**src/rtl/timer_mmss_display_pkg.sv**
```systemverilog
// Shared types and constants for the MM:SS seven-segment display block.
// Holds the conversion FSM states and the active-low segment encoder.
package timer_disp_pkg;

  typedef enum logic [2:0] {
    ST_IDLE,
    ST_MIN,
    ST_SECT,
    ST_MINT,
    ST_COMMIT
  } conv_state_t;

  localparam int          SEC_PER_MIN = 60;
  localparam int          MAX_DISP    = 5999;
  localparam logic [6:0]  BLANK_SEG   = 7'h7F;

  // Segment order {g,f,e,d,c,b,a}, a lit segment is 0; non-decimal codes blank.
  function automatic logic [6:0] seg7_encode(input logic [3:0] bcd);
    logic [6:0] seg;
    case (bcd)
      4'd0:    seg = 7'b1000000;
      4'd1:    seg = 7'b1111001;
      4'd2:    seg = 7'b0100100;
      4'd3:    seg = 7'b0110000;
      4'd4:    seg = 7'b0011001;
      4'd5:    seg = 7'b0010010;
      4'd6:    seg = 7'b0000010;
      4'd7:    seg = 7'b1111000;
      4'd8:    seg = 7'b0000000;
      4'd9:    seg = 7'b0010000;
      default: seg = BLANK_SEG;
    endcase
    return seg;
  endfunction

endpackage

```
**src/rtl/timer_mmss_display_if.sv**
```systemverilog
// Seconds input and display-pin bundle between the timer and the board.
// master drives the seconds count; slave is the display block.
interface timer_mmss_display_if #(
  parameter int IN_WIDTH = 10
);
  logic [IN_WIDTH-1:0] i_cnt;
  logic [6:0]          o_seg;
  logic [3:0]          o_an;
  logic                o_dp;
  logic                o_busy;

  modport master (output i_cnt, input o_seg, o_an, o_dp, o_busy);
  modport slave  (input i_cnt, output o_seg, o_an, o_dp, o_busy);
endinterface

```
**src/rtl/timer_mmss_display_convert.sv**
```systemverilog
// Binary seconds to MM:SS BCD by repeated subtraction, one step per cycle.
// Display digits change only on a COMMIT whose snapshot still matches the input.
module mmss_convert
  import timer_disp_pkg::*;
#(
  parameter int IN_WIDTH = 10
) (
  input  logic                clk,
  input  logic                rst_n,
  input  logic [IN_WIDTH-1:0] i_cnt,
  output logic [3:0]          o_s_units,
  output logic [3:0]          o_s_tens,
  output logic [3:0]          o_m_units,
  output logic [3:0]          o_m_tens,
  output logic                o_busy
);

  conv_state_t         r_state;
  logic [IN_WIDTH-1:0] r_snap;
  logic [IN_WIDTH-1:0] r_rem;
  logic [6:0]          r_min;
  logic [3:0]          r_s_tens, r_s_units, r_m_tens, r_m_units;
  logic [3:0]          r_d_s_units, r_d_s_tens, r_d_m_units, r_d_m_tens;
  logic                r_busy;
  logic [IN_WIDTH-1:0] w_load;

  // Only widths able to exceed 99:59 need the clamp.
  generate
    if (IN_WIDTH > 12) begin : g_sat
      assign w_load = (i_cnt > IN_WIDTH'(MAX_DISP)) ? IN_WIDTH'(MAX_DISP) : i_cnt;
    end else begin : g_nosat
      assign w_load = i_cnt;
    end
  endgenerate

  always_ff @(posedge clk or negedge rst_n) begin
    if (!rst_n) begin
      r_state     <= ST_IDLE;
      r_snap      <= '0;
      r_rem       <= '0;
      r_min       <= '0;
      r_s_tens    <= '0;
      r_s_units   <= '0;
      r_m_tens    <= '0;
      r_m_units   <= '0;
      r_d_s_units <= '0;
      r_d_s_tens  <= '0;
      r_d_m_units <= '0;
      r_d_m_tens  <= '0;
      r_busy      <= 1'b0;
    end else begin
      case (r_state)
        ST_IDLE: begin
          if (i_cnt != r_snap) begin
            r_snap   <= i_cnt;
            r_rem    <= w_load;
            r_min    <= '0;
            r_s_tens <= '0;
            r_m_tens <= '0;
            r_state  <= ST_MIN;
            r_busy   <= 1'b1;
          end
        end
        ST_MIN: begin
          if (r_rem >= IN_WIDTH'(SEC_PER_MIN)) begin
            r_rem <= r_rem - IN_WIDTH'(SEC_PER_MIN);
            r_min <= r_min + 7'd1;
          end else begin
            r_state <= ST_SECT;
          end
        end
        ST_SECT: begin
          if (r_rem >= IN_WIDTH'(10)) begin
            r_rem    <= r_rem - IN_WIDTH'(10);
            r_s_tens <= r_s_tens + 4'd1;
          end else begin
            r_s_units <= r_rem[3:0];
            r_state   <= ST_MINT;
          end
        end
        ST_MINT: begin
          if (r_min >= 7'd10) begin
            r_min    <= r_min - 7'd10;
            r_m_tens <= r_m_tens + 4'd1;
          end else begin
            r_m_units <= r_min[3:0];
            r_state   <= ST_COMMIT;
          end
        end
        ST_COMMIT: begin
          // A result already superseded by a newer input is dropped, not shown.
          if (i_cnt == r_snap) begin
            r_d_s_units <= r_s_units;
            r_d_s_tens  <= r_s_tens;
            r_d_m_units <= r_m_units;
            r_d_m_tens  <= r_m_tens;
          end
          r_state <= ST_IDLE;
          r_busy  <= 1'b0;
        end
        default: begin
          r_state <= ST_IDLE;
          r_busy  <= 1'b0;
        end
      endcase
    end
  end

  assign o_s_units = r_d_s_units;
  assign o_s_tens  = r_d_s_tens;
  assign o_m_units = r_d_m_units;
  assign o_m_tens  = r_d_m_tens;
  assign o_busy    = r_busy;

endmodule

```
**src/rtl/timer_mmss_display.sv**
```systemverilog
// MM:SS driver for a 4-digit common-anode display, one digit lit per SCAN_DIV cycles.
// Digit enable, segments and colon are registered together from the next scan index.
module timer_mmss_display
  import timer_disp_pkg::*;
#(
  parameter int IN_WIDTH = 10,
  parameter int SCAN_DIV = 1024
) (
  input  logic                  clk,
  input  logic                  rst_n,
  timer_mmss_display_if.slave   bus
);

  localparam int CW = (SCAN_DIV > 1) ? $clog2(SCAN_DIV) : 1;

  logic [3:0]    w_s_units, w_s_tens, w_m_units, w_m_tens;
  logic          w_busy;
  logic [CW-1:0] r_scan_cnt;
  logic [1:0]    r_idx;
  logic [3:0]    r_an;
  logic [6:0]    r_seg;
  logic          r_dp;
  logic          w_wrap;
  logic [1:0]    w_idx_nxt;
  logic [3:0]    w_digit;
  logic [6:0]    w_seg_nxt;

  mmss_convert #(.IN_WIDTH(IN_WIDTH)) u_convert (
    .clk       (clk),
    .rst_n     (rst_n),
    .i_cnt     (bus.i_cnt),
    .o_s_units (w_s_units),
    .o_s_tens  (w_s_tens),
    .o_m_units (w_m_units),
    .o_m_tens  (w_m_tens),
    .o_busy    (w_busy)
  );

  assign w_wrap    = (r_scan_cnt == CW'(SCAN_DIV - 1));
  assign w_idx_nxt = w_wrap ? r_idx + 2'd1 : r_idx;

  always_comb begin
    w_digit = w_s_units;
    case (w_idx_nxt)
      2'd0: w_digit = w_s_units;
      2'd1: w_digit = w_s_tens;
      2'd2: w_digit = w_m_units;
      2'd3: w_digit = w_m_tens;
      default: w_digit = w_s_units;
    endcase
    w_seg_nxt = seg7_encode(w_digit);
    // Leading zero of the minutes is suppressed while its digit stays enabled.
    if (w_idx_nxt == 2'd3 && w_digit == 4'd0) begin
      w_seg_nxt = BLANK_SEG;
    end
  end

  always_ff @(posedge clk or negedge rst_n) begin
    if (!rst_n) begin
      r_scan_cnt <= '0;
      r_idx      <= 2'd0;
      r_an       <= 4'b1110;
      r_seg      <= 7'b1000000;
      r_dp       <= 1'b1;
    end else begin
      r_scan_cnt <= w_wrap ? '0 : r_scan_cnt + CW'(1);
      r_idx      <= w_idx_nxt;
      r_an       <= ~(4'b0001 << w_idx_nxt);
      r_seg      <= w_seg_nxt;
      r_dp       <= (w_idx_nxt != 2'd2);
    end
  end

  assign bus.o_an   = r_an;
  assign bus.o_seg  = r_seg;
  assign bus.o_dp   = r_dp;
  assign bus.o_busy = w_busy;

endmodule

```
**src/flat_wrapper.sv**
```systemverilog
// flat-port wrapper written by rule: the top's interface ports become plain ports
module timer_mmss_display_flat import timer_disp_pkg::*;
#(
  parameter int IN_WIDTH = 10,
  parameter int SCAN_DIV = 1024
)
  (clk, rst_n, bus_i_cnt, bus_o_seg, bus_o_an, bus_o_dp, bus_o_busy);
  timer_mmss_display_if #(.IN_WIDTH(IN_WIDTH)) bus_i ();
  input  logic clk;
  input  logic rst_n;
  input wire logic [$bits(bus_i.i_cnt)-1:0] bus_i_cnt;
  output wire logic [$bits(bus_i.o_seg)-1:0] bus_o_seg;
  output wire logic [$bits(bus_i.o_an)-1:0] bus_o_an;
  output wire logic [$bits(bus_i.o_dp)-1:0] bus_o_dp;
  output wire logic [$bits(bus_i.o_busy)-1:0] bus_o_busy;
  assign bus_i.i_cnt = bus_i_cnt;
  assign bus_o_seg = bus_i.o_seg;
  assign bus_o_an = bus_i.o_an;
  assign bus_o_dp = bus_i.o_dp;
  assign bus_o_busy = bus_i.o_busy;
  timer_mmss_display #(.IN_WIDTH(IN_WIDTH), .SCAN_DIV(SCAN_DIV)) u_core (.clk(clk), .rst_n(rst_n), .bus(bus_i));
endmodule
```
**config.mk**
```make
export PLATFORM = sky130hd
export DESIGN_NAME = timer_mmss_display_flat
export DESIGN_NICKNAME = d
export VERILOG_FILES = /design/src/rtl/timer_mmss_display_pkg.sv /design/src/rtl/timer_mmss_display_if.sv /design/src/rtl/timer_mmss_display_convert.sv /design/src/rtl/timer_mmss_display.sv /design/src/flat_wrapper.sv
export SDC_FILE = /design/constraint.sdc
export NUM_CORES = 1
export LEC_CHECK = 0
export BUFFER_PORTS_ARGS = -buffer_cell sky130_fd_sc_hd__buf_4
export CORE_MARGIN = 2
export CORE_UTILIZATION = 50
export CTS_CLUSTER_DIAMETER = 150
export DETAILED_ROUTE_END_ITERATION = 7
export GPL_TIMING_DRIVEN = 0
export PLACE_DENSITY = 0.77
export RECOVER_POWER = 50
export SETUP_SLACK_MARGIN = 0.05
export SLEW_MARGIN = 25
export SYNTH_ARGS = -nofsm -noshare
export SYNTH_HDL_FRONTEND = slang
export SYNTH_SLANG_ARGS = --single-unit
```
**constraint.sdc**
```tcl
create_clock -name clk -period 3.1 [get_ports clk]
set_input_delay 0.155 -clock clk [delete_from_list [all_inputs] [get_ports clk]]
set_output_delay 0.155 -clock clk [all_outputs]
set_load 0.02 [all_outputs]
```
Word level (Yosys, flattened, before mapping)
Memory sizes are Yosys's and may differ from the RTL's.
Cells that the tools add are included.

operators by class
  bitwise operators = 4
  eq/ne operators = 18
  shift-type cells = 1
  add/sub/neg operators = 8
  mux-type cells = 24
  reduce and logical (&&, ||, !) cells = 19
  magnitude comparators = 3

operators by type and width
  operator                                                                number
  10-bit two-way mux                                                      4
  10-bit one-hot mux with 3 select lines                                  1
  7-bit two-way mux                                                       4
  7-bit one-hot mux with 3 select lines                                   1
  2-bit != test, second input constant                                    8
  4-bit one-hot mux with 2 select lines                                   2
  4-bit one-hot mux with 4 select lines                                   1
  3-bit two-way mux                                                       4
  4-bit two-way mux                                                       3
  3-bit one-hot mux with 4 select lines                                   1
  4-bit AND reduction                                                     3
  10-bit by 1-bit adder with 10-bit output, second input constant         1
  10-bit == test                                                          1
  10-bit == test, second input constant                                   1
  10-bit by 4-bit >= comparator with 1-bit output, second input constant  1
  10-bit by 6-bit >= comparator with 1-bit output, second input constant  1
  10-bit != test                                                          1
  2-bit AND reduction                                                     5
  10-bit by 4-bit subtractor with 10-bit output, second input constant    1
  10-bit by 6-bit subtractor with 10-bit output, second input constant    1
  4-bit by 1-bit adder with 4-bit output, second input constant           2
  7-bit by 1-bit adder with 7-bit output, second input constant           1
  7-bit by 4-bit >= comparator with 1-bit output, second input constant   1
  7-bit by 4-bit subtractor with 7-bit output, second input constant      1
  other kinds (20)                                                        27

word-level totals
  output and inout port bits = 13
  memories kept = 1
  flip-flop bits (word level) = 87
  logic and storage cells = 96
  memory bits (read-only) = 112
  input bits = 12

memory list
  memory           depth  bits a word  read ports  clocked after memory_dff  wr ports  RTL line                      source
  (no name shown)  16     7            1           0                         0         timer_mmss_display_pkg.sv:20  case (bcd)

Longest topological paths before layout
  depth after elaboration = 7
  mapped depth = 13
  depth with buffers taken out = 11

Modules after synthesis
From an unflattened synthesis, not the netlist that was laid out.

unflattened totals
  cell total of the unflattened synthesis = 485
  area, all modules = 4859.7 sq um

by module, submodules not included
  module              cells each  seq. area each (sq um)  instances  area each (sq um)
  mmss_convert        339         1576.5                  1          3372.0
  timer_mmss_display  146         580.6                   1          1487.7

Worst setup path after synthesis
Ideal clock, no wire load.

  path type = reg2reg
  from = reg u_core.r_scan_cnt[0]
  to = reg u_core.r_seg[0] (netlist: u_core.bus.o_seg[0])
  buffers on the path = 2
  period minus slack after synthesis = 2.784 ns
  cell stages (with the launch flop) = 13
  required time = 2.981 ns
  setup time = 0.119 ns
  slack = 0.316 ns
  arrival = 2.666 ns
  cell sequence = dfrtp_1 ha_1 and4_1 clkbuf_1 nand3_1 clkbuf_1 mux2i_1 o32a_1 nand2_1 ha_1 a311o_1 a21o_1 o21a_1

on the way
  cells in the longest elaborated chain, start to end = 7
  elaborated cells between the ends (all ways) = 11
  those cells by class = eq/ne (4); mux (3); reduce/logical (3); memory (1)

RTL lines
  element                                                                    RTL line                  source
  start, declared                                                            timer_mmss_display.sv:18  logic [CW-1:0] r_scan_cnt;
  start signal, assigned                                                     timer_mmss_display.sv:66  r_scan_cnt <= w_wrap ? '0 : r_scan_cnt + CW'(1);
  10-bit == test *                                                           timer_mmss_display.sv:39  assign w_wrap = (r_scan_cnt == CW'(SCAN_DIV - 1));
  2-bit two-way mux *                                                        timer_mmss_display.sv:40  assign w_idx_nxt = w_wrap ? r_idx + 2'd1 : r_idx;
  parallel branches: the longest is 4 deep, another holds memory 16 x 7 bit  n/a
  7-bit two-way mux *                                                        timer_mmss_display.sv:53  if (w_idx_nxt == 2'd3 && w_digit == 4'd0) begin
  net u_core.w_seg_nxt[0]                                                    timer_mmss_display.sv:26  logic [6:0] w_seg_nxt;
  end signal, assigned                                                       timer_mmss_display.sv:69  r_seg <= w_seg_nxt;
  end, declared                                                              timer_mmss_display.sv:21  logic [6:0] r_seg;

Mark *: on every way through the listed nets, which the timed path passes.
A chain may end at the register's enable or synchronous reset.

Worst setup path in the final report
Same ends and word-level chain as after synthesis.

==> metrics.log <==
INFO  metric run_status = completed
INFO  metric std_cell_rows = 35
INFO  metric grt_overflow_total = 0
INFO  metric area_delta_synth_final = 12.2%
INFO  metric use_met2 = 35.2%
INFO  metric unrepaired_setup_endpoints_after_global_routing = false
INFO  metric area_fraction_of_the_dominant_cell_type_after_synthesis = 42.8%
INFO  metric critical_path_required = 3.34 ns
INFO  metric detail_route.iter0.violations = 188
INFO  metric fin_skew = 0.00856 ns
INFO  metric end_kind = flop
INFO  metric finalWirelength = 10.1 mm
INFO  metric timing_worst_setup_path_type = flop to flop
INFO  metric initial_core_util = 51.6%
INFO  metric die-height = 102 um
INFO  metric synth_enable_flop_cells = 0
INFO  metric port-buffer-count = 24
INFO  metric totalPowerFinal = 3.94 mW
INFO  metric hold-path-endpoint = u_core.u_convert.r_rem[0]$_DFFE_PN0P_
INFO  metric cts.path.max_buffers = 2
INFO  metric timing.critical_path.fanout_max = 10
INFO  metric hold_path_depth = 3
INFO  metric post_synth_main_area_contributors = sky130_fd_sc_hd__dfrtp_1 (43%), sky130_fd_sc_hd__mux2_2 (4.2%), sky130_fd_sc_hd__ha_1 (4.2%)
INFO  metric antenna_found_initial = 0
INFO  metric pleak = 2.46 nW
INFO  metric timing.hold.ws = 0.0261 ns
INFO  metric insertion_delay = 0.35 ns
INFO  metric route.detailed.drc = 0
INFO  metric r2r_setup_slack = 0.22 ns
INFO  metric multi_input_area = 2480 um^2
INFO  metric synth_sequential_area_ratio = 45.0%
INFO  metric minimum_period_implied_by_the_final_worst_setup_slack = 2.88 ns
INFO  metric finish.instance_area = 5380 um^2
INFO  metric place.detailed.hpwl = 7.30 mm
INFO  metric busiest_layer = met2
INFO  metric track_usage = 20.8%
INFO  metric synth_cell_types = 72
INFO  metric worst_ir_drop_vdd = 0.000509 V
INFO  metric finalWeightedCongestion = 0.861
INFO  metric grt_max_degree = 54
INFO  metric power_density_of_the_placed_cells = 734 nW/um^2
INFO  metric vias = 3814
INFO  metric maxCapViolations = 0
INFO  metric cts.sink_count = 86
INFO  metric via_per_inst = 5.86
INFO  metric synth.cell_area = 4790 um^2
INFO  metric instance_area_after_placement = 5150 um^2
INFO  metric core = 9280 um^2
INFO  metric wl_per_cell = 15.6 um
INFO  metric die_width = 102 um
INFO  metric timing.rr.end = u_core.bus.o_seg[0]$_DFF_PN0_
INFO  metric met1_usage = 26.6%
INFO  metric synth-seq-cells = 86
INFO  metric slew_at_the_pin_closest_to_its_max_slew_limit = 1.26 ns
INFO  metric final-seq-area = 2160 um^2
INFO  metric number_of_buffers_inserted_during_clock_tree_synthesis = 9
INFO  metric hold_path_class = primary input to flop
INFO  metric finish.net_count = 545
INFO  metric ctsRootBufferMaster = sky130_fd_sc_hd__clkbuf_8
INFO  metric critical_path.reg2reg.startpoint = u_core.r_scan_cnt[0]$_DFF_PN0_
INFO  metric post-route-period-util = 93.0%
INFO  metric min_from = bus_i_cnt[0]
INFO  metric post-route-util = 57.9%
INFO  metric gr-usage-met3 = 3.08%
INFO  metric synth_top_cell_by_area = sky130_fd_sc_hd__dfrtp_1
INFO  metric maxClockFrequency = 347 MHz
INFO  metric fillerInstances = 836
INFO  metric design.die.area = 10400 um^2
INFO  metric first_global_vias = 3765
INFO  metric post_synth.cell_area_avg = 10.1 um^2
INFO  metric top_flip_flop_cell_by_instance_count_after_synthesis = sky130_fd_sc_hd__dfrtp_1
INFO  metric r2r.worst_path.cells = 11
INFO  metric pin_count = 25
INFO  metric hold_violations = 0
INFO  metric report.final.slew_viol_count = 0
INFO  metric antenna_left = 0
INFO  metric grt_pass1_wl = 17.4 mm
INFO  metric setup_violations = 0
INFO  metric clock_tree_from_tritoncts = done
INFO  metric cp_launch_type = flop
INFO  metric worst_slew_margin = 15.8%
INFO  metric mappedNetlistNets = 504
INFO  metric layout-drive-gt1-share = 18.8%
INFO  metric n_antenna_cell = 0
INFO  metric ys_async_sr_fraction = 100%
INFO  metric critPathArrivalTime = 3.13 ns
INFO  metric clkSlewWorstSetupHoldPaths = 0.08 ns
INFO  metric postSynthCellCount = 476
INFO  metric drt_pass1_iterations = 6
INFO  metric synth_warnings = 0
INFO  metric clock_tree.htree_level_count = 3
-- area by class of cell --
class | count | area share, %
flip-flops and latches | 86 | 40.1
inverters | 15 | 1.05
multi-input cells | 352 | 46.2
plain buffers | 22 | 1.93
repair buffers | 31 | 3.72
well taps | 129 | 3.00
clock buffers | 12 | 2.70
clock inverters | 4 | 1.30
-- flip-flops by register name, indices dropped and copies added, names as in the netlist, 7 cells and up --
signal                   cells
u_core.u_convert.r_snap     10
u_core.r_scan_cnt           10
u_core.u_convert.r_rem      10
u_core.u_convert.r_min       7
u_core.bus.o_seg             7
-- timing repair --
item | 4_1_cts | 5_1_grt
endpoints found under the setup margin | 3 | 6
setup buffers | 0 | 5
pin swaps | 0 | 1
hold buffers | 1 | 0
gates resized for setup | 1 | 4
endpoints found under the hold margin | 48 | 0
-- worst max path at each step --
stage                                        start                            end  cells after the start  slack, ns
finish              u_core.r_scan_cnt[0]$_DFF_PN0_  u_core.bus.o_seg[0]$_DFF_PN0_                     11       0.22
global route        u_core.r_scan_cnt[0]$_DFF_PN0_  u_core.bus.o_seg[3]$_DFF_PN0_                     11       0.05
CTS                 u_core.r_scan_cnt[0]$_DFF_PN0_  u_core.bus.o_seg[0]$_DFF_PN0_                     12       0.09
detailed placement  u_core.r_scan_cnt[0]$_DFF_PN0_  u_core.bus.o_seg[0]$_DFF_PN0_                     12      -0.05
global placement    u_core.r_scan_cnt[0]$_DFF_PN0_  u_core.bus.o_seg[0]$_DFF_PN0_                     12       0.01
floorplan           u_core.r_scan_cnt[0]$_DFF_PN0_  u_core.bus.o_seg[0]$_DFF_PN0_                     12       0.32
-- stage by stage --
stage                     setup TNS (ns)  worst slack [ns]  cells
after floorplan                        0             0.316    476
after global placement                 0            0.0121    629
after detailed placement         -0.0877           -0.0494    630
after CTS                              0            0.0907    647
after global routing                   0            0.0508    651
final                                  0             0.217    651
-- report_power, final --
part	internal (mW)	switching [mW]	leakage (nW)	total [mW]
combinational	0.582	0.891	1.24	1.47
clock	0.475	0.391	0.110	0.866
sequential	1.38	0.230	1.11	1.61
total	2.43	1.51	2.46	3.94
-- critical path: stages, from the launching register on --
cell	delay [ns]
sky130_fd_sc_hd__dfrtp_1	0.41
sky130_fd_sc_hd__ha_1	0.29
sky130_fd_sc_hd__and4_2	0.30
sky130_fd_sc_hd__nand3_1	0.11
sky130_fd_sc_hd__buf_2	0.23
sky130_fd_sc_hd__mux2i_1	0.21
sky130_fd_sc_hd__o32a_1	0.21
sky130_fd_sc_hd__nand2_1	0.13
sky130_fd_sc_hd__ha_2	0.27
sky130_fd_sc_hd__a311o_1	0.33
sky130_fd_sc_hd__a21o_1	0.19
sky130_fd_sc_hd__o21a_1	0.10
-- cell usage after synthesis, types with 3 or more instances --
cell	instances
sky130_fd_sc_hd__nand2b_1	4
sky130_fd_sc_hd__a31oi_1	11
sky130_fd_sc_hd__o22ai_1	4
sky130_fd_sc_hd__dfstp_2	4
sky130_fd_sc_hd__xnor2_1	4
sky130_fd_sc_hd__o21ai_0	36
sky130_fd_sc_hd__or3_1	5
sky130_fd_sc_hd__xor2_1	18
sky130_fd_sc_hd__nand3_1	10
sky130_fd_sc_hd__clkbuf_1	15
sky130_fd_sc_hd__or2_2	3
sky130_fd_sc_hd__o21a_1	4
sky130_fd_sc_hd__nand4_1	4
sky130_fd_sc_hd__nor2_1	45
sky130_fd_sc_hd__nor2b_1	4
sky130_fd_sc_hd__mux2_2	18
sky130_fd_sc_hd__nor3_1	4
sky130_fd_sc_hd__inv_1	13
sky130_fd_sc_hd__o31ai_1	6
sky130_fd_sc_hd__ha_1	16
sky130_fd_sc_hd__a21o_1	4
sky130_fd_sc_hd__o22a_1	4
sky130_fd_sc_hd__nand2_1	46
sky130_fd_sc_hd__buf_2	4
sky130_fd_sc_hd__and4_1	4
sky130_fd_sc_hd__dfrtp_1	82
sky130_fd_sc_hd__o211ai_1	6
sky130_fd_sc_hd__a21oi_1	24
sky130_fd_sc_hd__mux2i_1	9
sky130_fd_sc_hd__mux2_4	10
-- cells in the final DEF, fill, tap and decap left out, types with 15 or more instances in the layout --
cell type	synthesis	layout
sky130_fd_sc_hd__a21oi_1	24	24
sky130_fd_sc_hd__buf_4	2	22
sky130_fd_sc_hd__clkbuf_1	15	23
sky130_fd_sc_hd__dfrtp_1	82	82
sky130_fd_sc_hd__ha_1	16	15
sky130_fd_sc_hd__mux2_2	18	18
sky130_fd_sc_hd__nand2_1	46	46
sky130_fd_sc_hd__nor2_1	45	45
sky130_fd_sc_hd__o21ai_0	36	36
sky130_fd_sc_hd__xor2_1	18	18
-- logic make-up (layout without fill, tap and decap cells) --
group                      after synthesis  after routing  share of synthesized area [%]
adders and majority gates               16             16                           4.18
DFF                                     86             86                           45.0
buffers and inverters                   38             84                           3.39
AOI/OAI and AO/OA                      123            123                           16.7
xor gates and xnor gates                22             22                           4.02
and+or+nand+nor                        152            152                           16.6
muxes                                   39             39                           10.2
-- routing by layer --
layer	wire length, um	vias to the layer above
met5	0	-
met4	229	0
met3	389	27
met2	5000	111
met1	4510	1869
li1	-	1807
(Power assumes the default switching activity.)
